===== src/rtl/game_flow_controller.sv =====
// Game sequencer: title, stage load, draw/erase/update frame loop, end screen.
// Owns the frame/step dividers, level progression, pause and loader/renderer handshakes.
module game_flow_controller #(
  parameter int CLK_DIV         = 833333,
  parameter int FRAMES_PER_STEP = 15,
  parameter int NUM_LEVELS      = 3,
  parameter int LVL_W           = 2
) (
  input  logic             clock,
  input  logic             reset,
  input  logic             go,
  input  logic             pause,
  input  logic             load_done,
  input  logic             draw_done,
  input  logic             game_over,
  input  logic             player_won,
  output logic [1:0]       memory_select,
  output logic             load_start,
  output logic             draw_start,
  output logic             erase_start,
  output logic             update_en,
  output logic             reset_stage,
  output logic [LVL_W-1:0] level,
  output logic             frame_tick,
  output logic             paused,
  output logic             end_win
);
  localparam int CW = (CLK_DIV > 1) ? $clog2(CLK_DIV) : 1;
  localparam int FW = (FRAMES_PER_STEP > 1) ? $clog2(FRAMES_PER_STEP) : 1;

  localparam logic [3:0] S_IDLE         = 4'd0;
  localparam logic [3:0] S_LOAD_STAGE   = 4'd1;
  localparam logic [3:0] S_STAGE_DRAW   = 4'd2;
  localparam logic [3:0] S_STAGE_IDLE   = 4'd3;
  localparam logic [3:0] S_PAUSED       = 4'd4;
  localparam logic [3:0] S_STAGE_ERASE  = 4'd5;
  localparam logic [3:0] S_STAGE_UPDATE = 4'd6;
  localparam logic [3:0] S_LOAD_END     = 4'd7;
  localparam logic [3:0] S_END_SCREEN   = 4'd8;

  logic [3:0]       state_reg, state_next;
  logic             entry_reg;
  logic             go_prev_reg, pause_prev_reg;
  logic             go_p, pause_p;
  logic [CW-1:0]    ccount_reg;
  logic [FW-1:0]    fcount_reg;
  logic             pending_reg;
  logic [LVL_W-1:0] level_reg;
  logic             end_win_reg;
  logic             count_en, step_tick, last_level, advance_level;

  assign go_p    = go & ~go_prev_reg;
  assign pause_p = pause & ~pause_prev_reg;

  assign count_en = (state_reg == S_STAGE_DRAW) || (state_reg == S_STAGE_IDLE) ||
                    (state_reg == S_STAGE_ERASE) || (state_reg == S_STAGE_UPDATE);
  assign frame_tick = count_en && (ccount_reg == CW'(CLK_DIV - 1));
  assign step_tick  = frame_tick && (fcount_reg == FW'(FRAMES_PER_STEP - 1));

  assign last_level    = (level_reg >= LVL_W'(NUM_LEVELS - 1));
  assign advance_level = game_over && player_won && !last_level;

  // entry_reg marks the first cycle of a state; dones are ignored during it.
  always_comb begin
    state_next = state_reg;
    case (state_reg)
      S_IDLE:         if (go_p) state_next = S_LOAD_STAGE;
      S_LOAD_STAGE:   if (load_done && !entry_reg) state_next = S_STAGE_DRAW;
      S_STAGE_DRAW:   if (draw_done && !entry_reg) state_next = S_STAGE_IDLE;
      S_STAGE_IDLE: begin
        if (pause_p)                        state_next = S_PAUSED;
        else if (step_tick || pending_reg)  state_next = S_STAGE_ERASE;
      end
      S_PAUSED:       if (pause_p) state_next = S_STAGE_IDLE;
      S_STAGE_ERASE:  if (draw_done && !entry_reg) state_next = S_STAGE_UPDATE;
      S_STAGE_UPDATE: begin
        if (advance_level)  state_next = S_LOAD_STAGE;
        else if (game_over) state_next = S_LOAD_END;
        else                state_next = S_STAGE_DRAW;
      end
      S_LOAD_END:     if (load_done && !entry_reg) state_next = S_END_SCREEN;
      S_END_SCREEN:   if (go_p) state_next = S_IDLE;
      default:        state_next = S_IDLE;
    endcase
  end

  always_ff @(posedge clock or posedge reset) begin
    if (reset) begin
      state_reg      <= S_IDLE;
      entry_reg      <= 1'b0;
      go_prev_reg    <= 1'b0;
      pause_prev_reg <= 1'b0;
      ccount_reg     <= '0;
      fcount_reg     <= '0;
      pending_reg    <= 1'b0;
      level_reg      <= '0;
      end_win_reg    <= 1'b0;
    end else begin
      state_reg      <= state_next;
      entry_reg      <= (state_next != state_reg);
      go_prev_reg    <= go;
      pause_prev_reg <= pause;

      // Dividers run in gameplay, freeze while paused, clear everywhere else.
      if (count_en) begin
        if (frame_tick) begin
          ccount_reg <= '0;
          fcount_reg <= step_tick ? '0 : fcount_reg + 1'b1;
        end else begin
          ccount_reg <= ccount_reg + 1'b1;
        end
      end else if (state_reg != S_PAUSED) begin
        ccount_reg <= '0;
        fcount_reg <= '0;
      end

      // A single pending step covers a renderer overrun; further overruns are dropped.
      if (state_reg == S_STAGE_IDLE && state_next == S_STAGE_ERASE)
        pending_reg <= 1'b0;
      else if (step_tick && state_reg != S_STAGE_IDLE)
        pending_reg <= 1'b1;

      if (state_reg == S_IDLE && go_p)
        level_reg <= '0;
      else if (state_reg == S_STAGE_UPDATE && advance_level)
        level_reg <= level_reg + 1'b1;

      if (state_reg == S_STAGE_UPDATE && game_over && !advance_level)
        end_win_reg <= player_won;
    end
  end

  always_comb begin
    memory_select = 2'd3;
    case (state_reg)
      S_IDLE:                   memory_select = 2'd0;
      S_LOAD_STAGE:             memory_select = 2'd1;
      S_LOAD_END, S_END_SCREEN: memory_select = 2'd2;
      default:                  memory_select = 2'd3;
    endcase
  end

  assign load_start  = entry_reg && (state_reg == S_LOAD_STAGE || state_reg == S_LOAD_END);
  assign draw_start  = entry_reg && (state_reg == S_STAGE_DRAW);
  assign erase_start = entry_reg && (state_reg == S_STAGE_ERASE);
  assign update_en   = (state_reg == S_STAGE_UPDATE);
  assign reset_stage = (state_reg == S_LOAD_STAGE);
  assign paused      = (state_reg == S_PAUSED);
  assign level       = level_reg;
  assign end_win     = end_win_reg;

endmodule


===== config.mk =====
export PLATFORM = sky130hd
export DESIGN_NAME = game_flow_controller
export DESIGN_NICKNAME = d
export VERILOG_FILES = /design/src/rtl/game_flow_controller.sv
export SDC_FILE = /design/constraint.sdc
export NUM_CORES = 1
export LEC_CHECK = 0
export CORE_AREA = 2 2 67 69
export DETAILED_ROUTE_END_ITERATION = 10
export DIE_AREA = 0 0 69 71
export GPL_ROUTABILITY_DRIVEN = 1
export PLACE_DENSITY = 0.76
export SLEW_MARGIN = 10
export SYNTH_ARGS = -nofsm -noshare
export SYNTH_HDL_FRONTEND = slang
export SYNTH_SLANG_ARGS = --single-unit
export TNS_END_PERCENT = 5

===== constraint.sdc =====
create_clock -name clock -period 1.87 [get_ports clock]
set_input_delay 0.374 -clock clock [delete_from_list [all_inputs] [get_ports clock]]
set_output_delay 0.374 -clock clock [all_outputs]
set_load 0.01 [all_outputs]

After elaboration in Yosys (flattened, before gate mapping)
Cells that the tools add are included.
Widths: inputs -> output; s select.
- reductions and logical operators: 29
- muxes and demuxes: 24
- equal/unequal tests: 15
- add/sub/neg operators: 3
- magnitude comparators: 1
- bitwise logic cells: 4
- operator list (cell ; number):
    $mux 20 ; 3
    $mux 4 ; 13
    $pmux 4 s9 ; 1
    $add 20x1->20 const B ; 1
    $eq 20x20->1 const B ; 1
    $eq 4x3->1 const B ; 5
    $logic_and 1x1->1 ; 15
    $eq 4x2->1 const B ; 2
    $eq 4x4->1 const B ; 2
    $mux 3 ; 2
    $pmux 2 s3 ; 1
    $reduce_bool 2->1 ; 3
    $logic_or 1x1->1 ; 5
    $add 4x1->4 const B ; 1
    $eq 4x1->1 const B ; 1
    $logic_not 4->1 ; 1
    $mux 2 ; 2
    $ne 4x2->1 const B ; 1
    $ne 4x3->1 const B ; 1
    $ne 4x4->1 ; 1
    $logic_not 1->1 ; 3
    $add 2x1->2 const B ; 1
    $and 1x1->1 ; 2
    $ge 2x2->1 const B ; 1
    5 further kinds ; 7
- output and inout bits: 12
- logic and storage cells: 85
- register bits after elaboration: 35
- input bits: 8

Logic depth before layout (Yosys ltp)
Gate-level depths: netlist (run 1).
- depth after elaboration: 13
- depth in mapped cells: 9

Worst setup path after synthesis (run 1)
Ideal clock, no wire load.
- kind: reg2reg
- start point: register ccount_reg[16]
- end point: register ccount_reg[19]
- required time: 1751 ps
- data arrival time: 1862 ps
- cell stages (with the launch flop): 8
- path buffers: 2
- setup slack: -110 ps
- period minus slack after synthesis: 1980 ps
- setup time: 119 ps
- cell sequence: dfrtp_1 -> or4_4 -> nor4_4 -> a21bo_4 -> and2_4 -> buf_8 -> buf_12 -> nor2_1
- word-level cells in the longest chain between the ends: 4
- elaborated cells on any way between the ends: 5
- those cells by class: add/sub (1); eq/ne (1); mux (2); reduce/logical (1)
- RTL lines (item ; RTL line ; text):
    start: declaration ; 45 ; logic [CW-1:0] ccount_reg;
    start signal: assignment ; 110 ; ccount_reg <= ccount_reg + 1'b1;
    parallel branches: the longest is 2 deep, another holds $add 20x1->20 ; - ;
    $mux 20 * ; 106 ; if (frame_tick) begin
    $mux 20 * ; 105 ; if (count_en) begin
Mark *: on every way between the ends.
A chain may end at the register's enable or synchronous reset.

Worst setup path in the final report (run 1)
- start point: register ccount_reg[16]
- end point: output port frame_tick
- word-level cells in the longest chain between the ends: 2
- RTL lines (item ; RTL line ; text):
    $eq 20x20->1 ; 57 ; assign frame_tick = count_en && (ccount_reg == CW'(CLK_DIV - 1));
    $logic_and 1x1->1 ; 57 ;
    end: declaration ; 24 ; output logic frame_tick,
Every way passes these cells.

==> results of run 1 <==
[power by group through the flow]
stage,Combinational (mW),Sequential [mW],Clock [mW]
2_1_floorplan,0.728,0.931,0
3_3_place_gp,1.16,0.918,0
3_5_place_dp,1.17,0.921,0
4_1_cts,1.18,0.911,0.533
5_1_grt,1.34,0.933,0.568
6_report,1.22,0.920,0.520
[stage by stage]
step	cell area, µm²	cells
after CTS	2770	339
after global routing	2840	340
after global placement	2660	330
final	2840	340
after floorplan	2070	217
after detailed placement	2660	330
[kinds of logic (layout without fill, tap and decap cells)]
| group | Yosys count | after routing | synth area share, % |
|---|---|---|---|
| and+or+nand+nor | 108 | 108 | 29.7 |
| DFF | 35 | 35 | 42.4 |
| AOI/OAI and AO/OA | 27 | 27 | 9.93 |
| xor gates and xnor gates | 20 | 20 | 8.47 |
| buffers and inverters | 19 | 90 | 5.02 |
| adders and majority gates | 5 | 5 | 3.03 |
| muxes | 3 | 3 | 1.51 |
[area by class of cell]
type,count,area [µm²]
Inverter,12,45.0
Clock buffer,7,76.3
Tap cell,52,65.1
Multi-Input combinational cell,163,1180
Sequential cell,35,880
Fill cell,319,1370
Clock inverter,1,5.00
Timing Repair Buffer,70,582
[critical path: cells and delay by family (launching register included)]
kind                   cells  cell delay, ns
AND/OR/NAND/NOR            3            0.88
buffers and inverters      2            0.18
flip-flops                 1            0.38
[synthesized netlist by cell type, types with 3 or more instances]
cell	instances
nor3b_1	4
ha_1	5
a21o_1	3
xor2_1	5
nand2_1	18
dfrtp_1	35
clkbuf_1	3
inv_1	12
nor2_1	23
o21ai_0	5
nor4_1	3
nand4_1	6
nand3_1	9
xnor2_1	15
nand2b_1	3
and2_1	4
nor3_1	14
nor2b_1	7
[what timing repair did]
item | in CTS | in global routing
hold endpoints to repair | 0 | 0
resized for setup | 26 | 21
setup endpoints to repair | 28 | 36
buffers inserted | 1 | 1
pin swaps | 19 | 5
[metal layers]
| metal | vias up | global-route usage (%) | wire [µm] |
|---|---|---|---|
| met4 | 0 | 9.15 | 83 |
| met2 | 40 | 32.5 | 2210 |
| met5 | - | 0 | 0 |
| li1 | 907 | - | - |
| met1 | 832 | 24.6 | 2040 |
| met3 | 8 | 2.42 | 143 |
[final timing paths]
path / start / endpoint / slack (ns)
setup / recovery: ccount_reg[16]$_DFFE_PP0P_ / frame_tick / -0.23
hold / removal: reset / ccount_reg[12]$_DFFE_PP0P_ / 0.47
setup reg to reg: ccount_reg[16]$_DFFE_PP0P_ / fcount_reg[0]$_DFFE_PP0P_ / -0.07
hold reg to reg: pending_reg$_DFFE_PP0P_ / pending_reg$_DFFE_PP0P_ / 0.50
max in group asynchronous: reset / state_reg[0]$_DFF_PP0_ / 1.06
min in group clock: pending_reg$_DFFE_PP0P_ / pending_reg$_DFFE_PP0P_ / 0.50
==> impl_results.md, run 1 <==
* DR vias at 1787
* Crit-path max cell delay at 0.55 ns
* Total wire length at 4.48 mm
* Core area at 4200 µm²
* Switching Share at 34.6%
* Drt first pass iters at 4
* EDFF count, synth at 0
* Crit path kind: reg2out
* Endpoints failing setup at 20
* Area contributors post-synth: dfrtp_1 (42%), xnor2_1 (6.4%), nor2_1 (4.2%), nor3_1 (3.4%), nand2_1 (3.3%)
* Post-DP HPWL at 3.31 mm
* RSZ-0062 raised after global routing: true
* Share of the synthesized area in the top cell type at 42.4%
* Clock Skew at 0.00554 ns
* GRT Overall Usage at 19.2%
* Tmin final at 2.10 ns
* Clk sinks at 35
* # diodes at 0
* CTS tree: built
* Required time worst endpoint at 1.50 ns
* Max Cap Violations at 0
* Status: complete, but fails checks
* Routed vias/inst at 5.26
* Measured slew at the worst slew-check pin at 0.442 ns
* Critical Path Source Type: flop
* Async set or reset register ratio after synthesis at 100%
* Combinational fraction of design power at 45.9%
* Worst-Skew Late Latency at 0.28 ns
* Nets at 300
* Pwr Density at 938 nW/µm²
* Routability cong. at 0.886
* Setup ws final at -0.227 ns
* Max Slew Vio Count at 0
* Synth Flop Type: dfrtp_1
* Setup Total Neg Slack at -0.849 ns
* Synth warn at 0
* Psw at 921 µW
* Crit path arrival time at 1.72 ns
* Commonest non-fill, non-tap cell in the layout: buf_4
* DIE AREA at 4900 µm²
* Sequential power share at 34.6%
* Drt initial violations at 56
* Row Count at 24
* Failing checks: negative setup slack
* Max FFs per register at 20
* CP max FO at 2
* Die X-Extent at 69 µm
* Finished Core Util at 67.4%
* Die Span Y at 71 µm
* CTS buffer count at 5
* Hold buffers post-CTS at 0
* Final ANT Viol Nets at 0
* Sequential cell area fraction in the yosys report at 42.4%
* Vias in the first global route at 1787
* Final worst-path cycle share at 112%
* IO Pins at 20
* First-pass GRT wire length at 7.59 mm
* HP Class: in2async
* Fmax at 0.477 GHz
* Count of different cell masters after synthesis at 53
* Syn nets at 230
* Post-synth top area cell: dfrtp_1
* DRC at 0
* Post-Syn Instances at 217
* Cells on worst reg2reg path at 6
* Clk buf depth at 2
* CTS H-tree depth at 2
* Wire length per cell at 13.2 µm
* Int Pwr at 1.74 mW
* Initial core utilization at 49.2%
* Yosys reg bits at 35
* Clock share of power at 19.5%
* Hold Slack at 0.472 ns
* Layout cell share with drive strength beyond 1 at 29.9%
* Crit. End Element: output port
* Leak at 1.31 nW
* Area growth, synth to finish at 37.2%
* Peak supply drop at 0.000621 V
* Cells along the critical path: or4_4 > nor4_4 > nand3_2 > inv_1 > buf_2
* Pwr Total at 2.66 mW
* Final Hold Fails at 0
* Worst slew margin at 70.1%
* Clk slew on worst S/H paths at 0.07 ns
* Root Driver: clkbuf_8
* Post-synthesis cell area at 2070 µm²
* Port Buffers at 19
* Gr ovfl total at 0
* CP max-delay cell: or4_4
* Place WS at -0.355 ns
* Most frequent cells in the layout: buf_4 (47), dfrtp_1 (32), nor2_1 (22)
* Mean Syn Cell Area at 9.53 µm²
* Largest net degree at the start of global routing at 36
* Initial antenna violation count at 0
No activity file was read; power rests on OpenSTA's default activity.
==> inputs of run 2 (changes only) <==
==> constraint.sdc (replaced) <==
create_clock -name clock -period 1.87 [get_ports clock]
set_input_delay 0.4675 -clock clock [delete_from_list [all_inputs] [get_ports clock]]
set_output_delay 0.4675 -clock clock [all_outputs]
set_load 0.01 [all_outputs]
==> run 2 against run 1 <==
Die area is the same; worst setup slack worse by 0.092 ns; clock-buffer cell count did not move; final area up 0.53%; the run still ends with negative setup slack left; final cell count increased by 0.59%.
==> impl_results.md, run 2 (synthesis results as in run 1) <==
* Initial antenna violation count at 0
* IO Pins at 20
* DRC at 0
* Total wire length at 4.91 mm
* DR vias at 1873
* Crit path arrival time at 1.72 ns
* Register Area at 880 µm²
* Drt first pass iters at 4
* Largest net degree at the start of global routing at 36
* CTS tree: built
* Initial core utilization at 49.2%
* Clk buf depth at 2
* Hold buffers post-CTS at 0
* Failing checks: negative setup slack
* Worst slew margin at 65.5%
* Clock share of power at 19.3%
* CP max FO at 2
* Critical Path Source Type: flop
* GRT Overall Usage at 20.6%
* Crit path kind: reg2out
* Wire length per cell at 14.4 µm
* Fill count at 312
* Drt initial violations at 143
* Die Span Y at 71 µm
* Final ANT Viol Nets at 0
* Crit. End Element: output port
* Psw at 963 µW
* Gr ovfl total at 0
* Finished Core Util at 67.8%
* Max Cap Violations at 0
* Worst-Skew Late Latency at 0.29 ns
* Post-DP HPWL at 3.40 mm
* Endpoints failing setup at 22
* Int Pwr at 1.79 mW
* Setup Total Neg Slack at -1.42 ns
* Layout cell share with drive strength beyond 1 at 32.1%
* RSZ-0062 raised after global routing: true
* Switching Share at 35.0%
* Final Hold Fails at 0
* First-pass GRT wire length at 8.11 mm
* Peak supply drop at 0.000599 V
* Commonest non-fill, non-tap cell in the layout: buf_4
* Place WS at -0.447 ns
* DIE AREA at 4900 µm²
* Multi-input logic area at 1170 µm²
* Routed vias/inst at 5.48
* Die X-Extent at 69 µm
* Max FFs per register at 20
* Clk slew on worst S/H paths at 0.08 ns
* HP Class: reg2reg
* Sequential power share at 33.5%
* Required time worst endpoint at 1.40 ns
* Clk sinks at 35
* Vias in the first global route at 1780
* Final worst-path cycle share at 117%
* Tmin final at 2.19 ns
* Area growth, synth to finish at 37.9%
* Row Count at 24
* Root Driver: clkbuf_8
* Nets at 302
* Core area at 4200 µm²
* Measured slew at the worst slew-check pin at 0.512 ns
* Most frequent cells in the layout: buf_4 (46), dfrtp_1 (32), nor2_1 (22)
* Status: complete, but fails checks
* Leak at 1.30 nW
* CTS H-tree depth at 2
* Combinational fraction of design power at 47.2%
* # diodes at 0
* Port Buffers at 19
* Routability cong. at 0.897
* Fmax at 0.457 GHz
* Max Slew Vio Count at 0
* Pwr Density at 966 nW/µm²
* CTS buffer count at 5
* Setup ws final at -0.319 ns
* Clock Skew at 0.0103 ns
## run 2: cell count changes in the layout (fill, tap and decap cells not counted), sizes merged
cell and change:
clkdlybuf4s15 +1, clkbuf -2, dlymetal6s2s -1, dlygate4sd2 -2, buf +6
## run 2: worst paths after layout
kind | from | to | slack [ns] | cells past startpoint
setup / recovery | ccount_reg[17]$_DFFE_PP0P_ | frame_tick | -0.32 | 5
max in group asynchronous | reset | state_reg[0]$_DFF_PP0_ | 0.96 | 3
hold reg to reg | pending_reg$_DFFE_PP0P_ | pending_reg$_DFFE_PP0P_ | 0.51 | 1
setup reg to reg | ccount_reg[17]$_DFFE_PP0P_ | fcount_reg[0]$_DFFE_PP0P_ | -0.09 | 6
min in group asynchronous | reset | ccount_reg[19]$_DFFE_PP0P_ | 0.57 | 3
hold / removal | pending_reg$_DFFE_PP0P_ | pending_reg$_DFFE_PP0P_ | 0.51 | 1
## run 2: power groups by stage
stage               combinational [mW]  sequential, mW  clock [mW]
finish                            1.30           0.923       0.531
global route                      1.41           0.940       0.568
CTS                               1.20           0.913       0.535
detailed placement                1.20           0.922           0
global placement                  1.18           0.918           0
floorplan                        0.728           0.931           0
## run 2: stage by stage
step / hold slack [ns] / power, mW / cells / area [µm²]
after floorplan: 0.465 / 1.66 / 217 / 2070
after global placement: 0.481 / 2.10 / 331 / 2660
after detailed placement: 0.487 / 2.12 / 331 / 2660
after CTS: 0.503 / 2.65 / 340 / 2770
after global routing: 0.532 / 2.92 / 342 / 2850
final: 0.509 / 2.75 / 342 / 2850
## run 2: repair_timing
item / 4_1_cts / 5_1_grt
setup buffers: 1 / 2
pin swaps: 20 / 6
resized for setup: 44 / 16
setup endpoints to repair: 28 / 34
## run 2: layer usage
layer	up-vias	global-route usage [%]	share of wire (%)
li1	906	-	-
met1	904	27.0	43
met2	50	34.0	50
met3	13	3.56	4.2
met4	0	8.71	2.3
met5	-	0	0
## run 2: cell type report
cell class | instances | share of cell area [%]
well taps | 52 | 2.28
repair buffers | 72 | 21.2
multi-input cells | 163 | 41.2
clock buffers | 7 | 2.68
flip-flops and latches | 35 | 30.9
inverters | 12 | 1.58
clock inverters | 1 | 0.176
## run 2: worst max-delay path, cell delays in order (launching register included)
cell	delay (ns)
dfrtp_1	0.40
or4_4	0.54
nor4_4	0.20
nand3_2	0.12
inv_1	0.06
buf_2	0.12
==> inputs of run 3 (changes only) <==
Settings changed: CORE_AREA 2 2 67 69 to 2 2 62 64, DIE_AREA 0 0 69 71 to 0 0 64 66, PLACE_DENSITY 0.76 to 0.83.
Clock period 1.87 ns to 2.8 ns, I/O delays scaled along.
==> run 3 against run 2 <==
The run now ends clean; register-to-register slack gained 0.85 ns; critical path depth did not move; worst setup slack better by 0.40 ns; via count decreased by 12%; non-clock buffer count down 42; die area fell by 14%; sequential power decreased by 30%; sequential share of layout area grew 5.4 points; critical path type unchanged; largest power group is now sequential cells; highest routed layer unchanged.
==> impl_results.md, run 3 (synthesis results as in run 1) <==
* Fmax at 0.367 GHz
* Switching Share at 35.4%
* Reg2Reg Launch Point: ccount_reg[16]$_DFFE_PP0P_
* Hold Slack at 0.517 ns
* Status: finished, final reports clean
* Commonest non-fill, non-tap cell in the layout: dfrtp_1
* # diodes at 0
* Root Driver: clkbuf_4
* Wire length per cell at 13.5 µm
* Largest net degree at the start of global routing at 36
* Port Buffers at 19
* CTS buffer count at 5
* Clk slew on worst S/H paths at 0.11 ns
* Combinational fraction of design power at 39.8%
* Crit. End Element: output port
* Core area at 3550 µm²
* Clock Skew at 0.00777 ns
* Crit path arrival time at 2.02 ns
* Worst-Skew Late Latency at 0.34 ns
* Clk buf depth at 2
* DR vias at 1645
* Initial core utilization at 58.2%
* HP Class: reg2reg
* Area growth, synth to finish at 17.3%
* Required time worst endpoint at 2.10 ns
* Place WS at 0.138 ns
* Critical Path Source Type: flop
* Hold buffers post-CTS at 0
* Clk sinks at 35
* Leak at 1.04 nW
* Max Slew Vio Count at 0
* Drt first pass iters at 4
* Dpl cells at 287
* Drt initial violations at 108
* Endpoints failing setup at 0
* CTS tree: built
* Gr ovfl total at 0
* Finished Cell Area at 2420 µm²
* Non-Filler Instances at 296
* Sequential power share at 40.5%
* Total wire length at 3.99 mm
* Setup ws final at 0.0788 ns
* Die Span Y at 66 µm
* R2R setup slack at 0.76 ns
* Pwr Total at 1.59 mW
* Pwr Density at 655 nW/µm²
* Post-DP HPWL at 2.89 mm
* Row Count at 22
* RSZ-0062 raised after global routing: true
* Routability cong. at 0.814
* Clock share of power at 19.7%
* Layout cell share with drive strength beyond 1 at 12.9%
* Most frequent cells in the layout: dfrtp_1 (32), nor2_1 (22), nand2_1 (18)
* Psw at 562 µW
* Worst slew margin at 65.2%
* Die X-Extent at 64 µm
* DIE AREA at 4220 µm²
* Nets at 260
* GRT Overall Usage at 21.7%
* Vias in the first global route at 1585
* Peak supply drop at 0.000438 V
* Tmin final at 2.72 ns
* Finished Core Util at 68.3%
* Crit path kind: reg2out
* DP Area at 2330 µm²
* Max Cap Violations at 0
* Int Pwr at 1.03 mW
* CP startpoint: ccount_reg[16]$_DFFE_PP0P_
* CTS H-tree depth at 2
* IO Pins at 20
* DRC at 0
* Measured slew at the worst slew-check pin at 0.515 ns
* Start point of the worst hold path: pending_reg$_DFFE_PP0P_
* First-pass GRT wire length at 7.12 mm
* Max FFs per register at 20
* Setup Total Neg Slack at 0 ns
* Final ANT Viol Nets at 0
* Final worst-path cycle share at 97.2%
* CP max FO at 2
* Initial antenna violation count at 0
* Final Hold Fails at 0
* Routed vias/inst at 5.56
-- run 3: per-layer routing --
| metal | up-vias | wire, µm | track usage [%] |
|---|---|---|---|
| met4 | 0 | 77 | 8.15 |
| met2 | 29 | 1840 | 33.9 |
| met1 | 777 | 1940 | 29.7 |
| li1 | 832 | - | - |
| met5 | - | 0 | 0 |
| met3 | 7 | 131 | 4.60 |
-- run 3: worst max-delay path: stages (launching register included) --
cell and delay (ns):
dfrtp_1 0.39, or4_4 0.54, nor4_4 0.29, nand3_1 0.13
inv_1 0.08, dlygate4sd2_1 0.26
-- run 3: power groups by stage --
stage                     registers, mW  logic, mW  clock network, mW
after CTS                         0.636      0.628              0.325
final                             0.643      0.632              0.313
after detailed placement          0.646      0.625                  0
after global routing              0.658      0.703              0.334
after global placement            0.643      0.617                  0
after floorplan                   0.622      0.486                  0
-- run 3: layout make-up --
cell class                 count  area [µm²]
fill                         265        1130
multi-input combinational    163        1100
sequential                    35         880
timing repair buffer          30         274
clock buffer                   8        68.8
tap                           48        60.1
inverter                      12        45.0
-- run 3: what timing repair did --
item | CTS | global route
buffers inserted | 1 | 0
gates resized for setup | 1 | 6
hold endpoints to repair | 0 | 0
setup endpoints to repair | 1 | 4
-- run 3: worst paths after layout --
| kind | endpoint | cells past startpoint |
|---|---|---|
| max | frame_tick | 5 |
| min | pending_reg$_DFFE_PP0P_ | 1 |
| max reg2reg | fcount_reg[0]$_DFFE_PP0P_ | 6 |
| min reg2reg | pending_reg$_DFFE_PP0P_ | 1 |
| max in group asynchronous | state_reg[3]$_DFF_PP0_ | 3 |
| min in group asynchronous | go_prev_reg$_DFF_PP0_ | 3 |
==> RTL change (config.mk and constraints of run 2) <==
Register the inputs `go`, `pause`, `load_done`, `draw_done`, `game_over` and `player_won` before use. The logic sees them one clock later.
--- a/src/rtl/game_flow_controller.sv
+++ b/src/rtl/game_flow_controller.sv
@@ -40,2 +40,18 @@
 
+  logic go_q;
+  logic pause_q;
+  logic load_done_q;
+  logic draw_done_q;
+  logic game_over_q;
+  logic player_won_q;
+
+  always_ff @(posedge clock) begin
+    go_q         <= go;
+    pause_q      <= pause;
+    load_done_q  <= load_done;
+    draw_done_q  <= draw_done;
+    game_over_q  <= game_over;
+    player_won_q <= player_won;
+  end
+
   logic [3:0]       state_reg, state_next;
@@ -51,4 +67,4 @@
 
-  assign go_p    = go & ~go_prev_reg;
-  assign pause_p = pause & ~pause_prev_reg;
+  assign go_p    = go_q & ~go_prev_reg;
+  assign pause_p = pause_q & ~pause_prev_reg;
 
@@ -60,3 +76,3 @@
   assign last_level    = (level_reg >= LVL_W'(NUM_LEVELS - 1));
-  assign advance_level = game_over && player_won && !last_level;
+  assign advance_level = game_over_q && player_won_q && !last_level;
 
@@ -67,4 +83,4 @@
       S_IDLE:         if (go_p) state_next = S_LOAD_STAGE;
-      S_LOAD_STAGE:   if (load_done && !entry_reg) state_next = S_STAGE_DRAW;
-      S_STAGE_DRAW:   if (draw_done && !entry_reg) state_next = S_STAGE_IDLE;
+      S_LOAD_STAGE:   if (load_done_q && !entry_reg) state_next = S_STAGE_DRAW;
+      S_STAGE_DRAW:   if (draw_done_q && !entry_reg) state_next = S_STAGE_IDLE;
       S_STAGE_IDLE: begin
@@ -74,9 +90,9 @@
       S_PAUSED:       if (pause_p) state_next = S_STAGE_IDLE;
-      S_STAGE_ERASE:  if (draw_done && !entry_reg) state_next = S_STAGE_UPDATE;
+      S_STAGE_ERASE:  if (draw_done_q && !entry_reg) state_next = S_STAGE_UPDATE;
       S_STAGE_UPDATE: begin
         if (advance_level)  state_next = S_LOAD_STAGE;
-        else if (game_over) state_next = S_LOAD_END;
+        else if (game_over_q) state_next = S_LOAD_END;
         else                state_next = S_STAGE_DRAW;
       end
-      S_LOAD_END:     if (load_done && !entry_reg) state_next = S_END_SCREEN;
+      S_LOAD_END:     if (load_done_q && !entry_reg) state_next = S_END_SCREEN;
       S_END_SCREEN:   if (go_p) state_next = S_IDLE;
@@ -100,4 +116,4 @@
       entry_reg      <= (state_next != state_reg);
-      go_prev_reg    <= go;
-      pause_prev_reg <= pause;
+      go_prev_reg    <= go_q;
+      pause_prev_reg <= pause_q;
 
@@ -127,4 +143,4 @@
 
-      if (state_reg == S_STAGE_UPDATE && game_over && !advance_level)
-        end_win_reg <= player_won;
+      if (state_reg == S_STAGE_UPDATE && game_over_q && !advance_level)
+        end_win_reg <= player_won_q;
     end
Formal check against the unedited RTL: not equivalent (a bounded check fails within 4 cycles, from zero or initial values and one cycle with reset high).
==> RTL change against run 2 <==
The flow still finishes with violations (negative setup slack). Clock skew decreased by 0.0034 ns. Final area increased by 10%. Count of clock-buffer cells in the layout decreased by 2. Setup slack improved by 0.12 ns. Routed wire length increased by 13%. Utilization increased by 6.9 points. First-iteration DRC count decreased by 24%. Synthesized area increased by 8.3%. Total power increased by 23%. Sequential cell count increased by 6. Die area unchanged. Register-to-register slack improved by 0.05 ns. Critical path type unchanged. Largest power group unchanged.
==> RTL change: results <==
[synthesis]
synth_commonest_cells = dfrtp_1 (35), nand2_1 (22), nor2_1 (20)
ys_types = 56
synth_nets = 242
syn_inst = 229
ys_seq_area_share_pct = 44.5
async_reset_ff_share_pct = 85.4
netlist_top_cells_area = dfrtp_1 (39%), dfxtp_1 (5.4%), xor2_1 (5.1%), nand2_1 (3.7%), nand3_1 (3.4%)
yosysWarnings = 0

[global_route]
use_met1_pct = 26.3
grt_pass1_wl_um = 8850
use_met3_pct = 5.27
grt_use_total_pct = 22.4
grt_overflow = 0
grt_max_degree = 36
grt_use_met2_pct = 39.7

[final_layout]
largest_reg_flops = 20
fin_nets = 326
drive_above_1_share_pct = 36.0
finalNonFillerCells = 366
diodes = 0

[sta]
relSlewSlack_pct = 68.9
tns_ns = -0.248
fin_skew_ns = 0.00684
setup_viol = 4
fin_ws_ns = -0.196

[clock_network]
clockBufferDepth = 2
numCtsBuffers = 5
cts-root-buf = clkbuf_8
clock_latency_ns = 0.30
path_clk_slew_ns = 0.08
htreeDepth = 2

[placed_design]
dp_hpwl_um = 3690
portBuffers = 19
globalplace.congestion = 0.925
placed_area_mm2 = 0.00285
dp_cells = 346

[route]
dr.pass1.iters = 4
vias = 2036
dr.first_iter.drc_count = 109
wl_per_cell_um = 15.1

[status]
outcome = finished with violations
violations = negative setup slack

[pwr]
leakage_nw = 1.47
internal_power_mw = 2.23
ir_worst_vdd_uv = 788

[setup_path]
worstPathArrival_ns = 1.60
## RTL change: logic make-up after synthesis
family	Yosys count	synth area share, %
mux	3	1.45
flops	41	44.5
compound gates	42	13.3
xor+xnor	15	5.87
simple gates	106	28.3
fa+ha+maj	5	2.79
buf+inv	17	3.75
## RTL change: cell type report
class | count | area, µm²
Multi-Input combinational cell | 171 | 1250
Timing Repair Buffer | 84 | 666
Fill cell | 296 | 1060
Inverter | 10 | 45.0
Clock buffer | 5 | 68.8
Sequential cell | 41 | 997
Tap cell | 52 | 65.1
Clock inverter | 3 | 46.3
## RTL change: what timing repair did
item,CTS,global route
setup buffers,10,2
setup endpoints to repair,10,27
pin swaps,4,11
gates resized for setup,40,21
hold buffers,0,0
## RTL change: final timing paths
| path | start | end | slack, ns | cells past startpoint |
|---|---|---|---|---|
| worst max-delay path | ccount_reg[1] | frame_tick | -0.20 | 7 |
| max in group asynchronous | reset | state_reg[3] | 0.97 | 3 |
| worst min-delay path | pause_q | pause_prev_reg | 0.35 | 0 |
| min in group asynchronous | reset | ccount_reg[10] | 0.56 | 3 |
| worst max register to register | state_reg[2] | ccount_reg[14] | -0.04 | 10 |
| worst min register to register | pause_q | pause_prev_reg | 0.35 | 0 |
## RTL change: critical path, stage by stage (launching register included)
cell and delay, ns:
dfrtp_1 0.40, inv_2 0.09, ha_4 0.12, and3_4 0.18, and4_4 0.25, nand3_4 0.09
inv_2 0.09, buf_6 0.10
## RTL change: per-layer routing
metal	part of all wire, %	wire (µm)
met4	2.0	109
met5	0	0
met3	4.3	241
met1	42	2320
met2	52	2880
## RTL change: metrics by stage
stage / utilization (%) / hold slack, ns / setup slack (ns)
floorplan: - / 0.328 / 0.133
global placement: 67.7 / 0.336 / -0.258
detailed placement: 67.7 / 0.344 / -0.268
CTS: 73.1 / 0.353 / -0.217
global route: 74.7 / 0.363 / -0.264
finish: 74.7 / 0.353 / -0.196
## RTL change: power groups by stage
stage	clock network (mW)	registers, mW	logic [mW]
floorplan	0	1.09	0.713
global placement	0	1.06	1.32
detailed placement	0	1.06	1.34
CTS	0.741	1.04	1.52
global route	0.776	1.06	1.76
finish	0.723	1.05	1.61
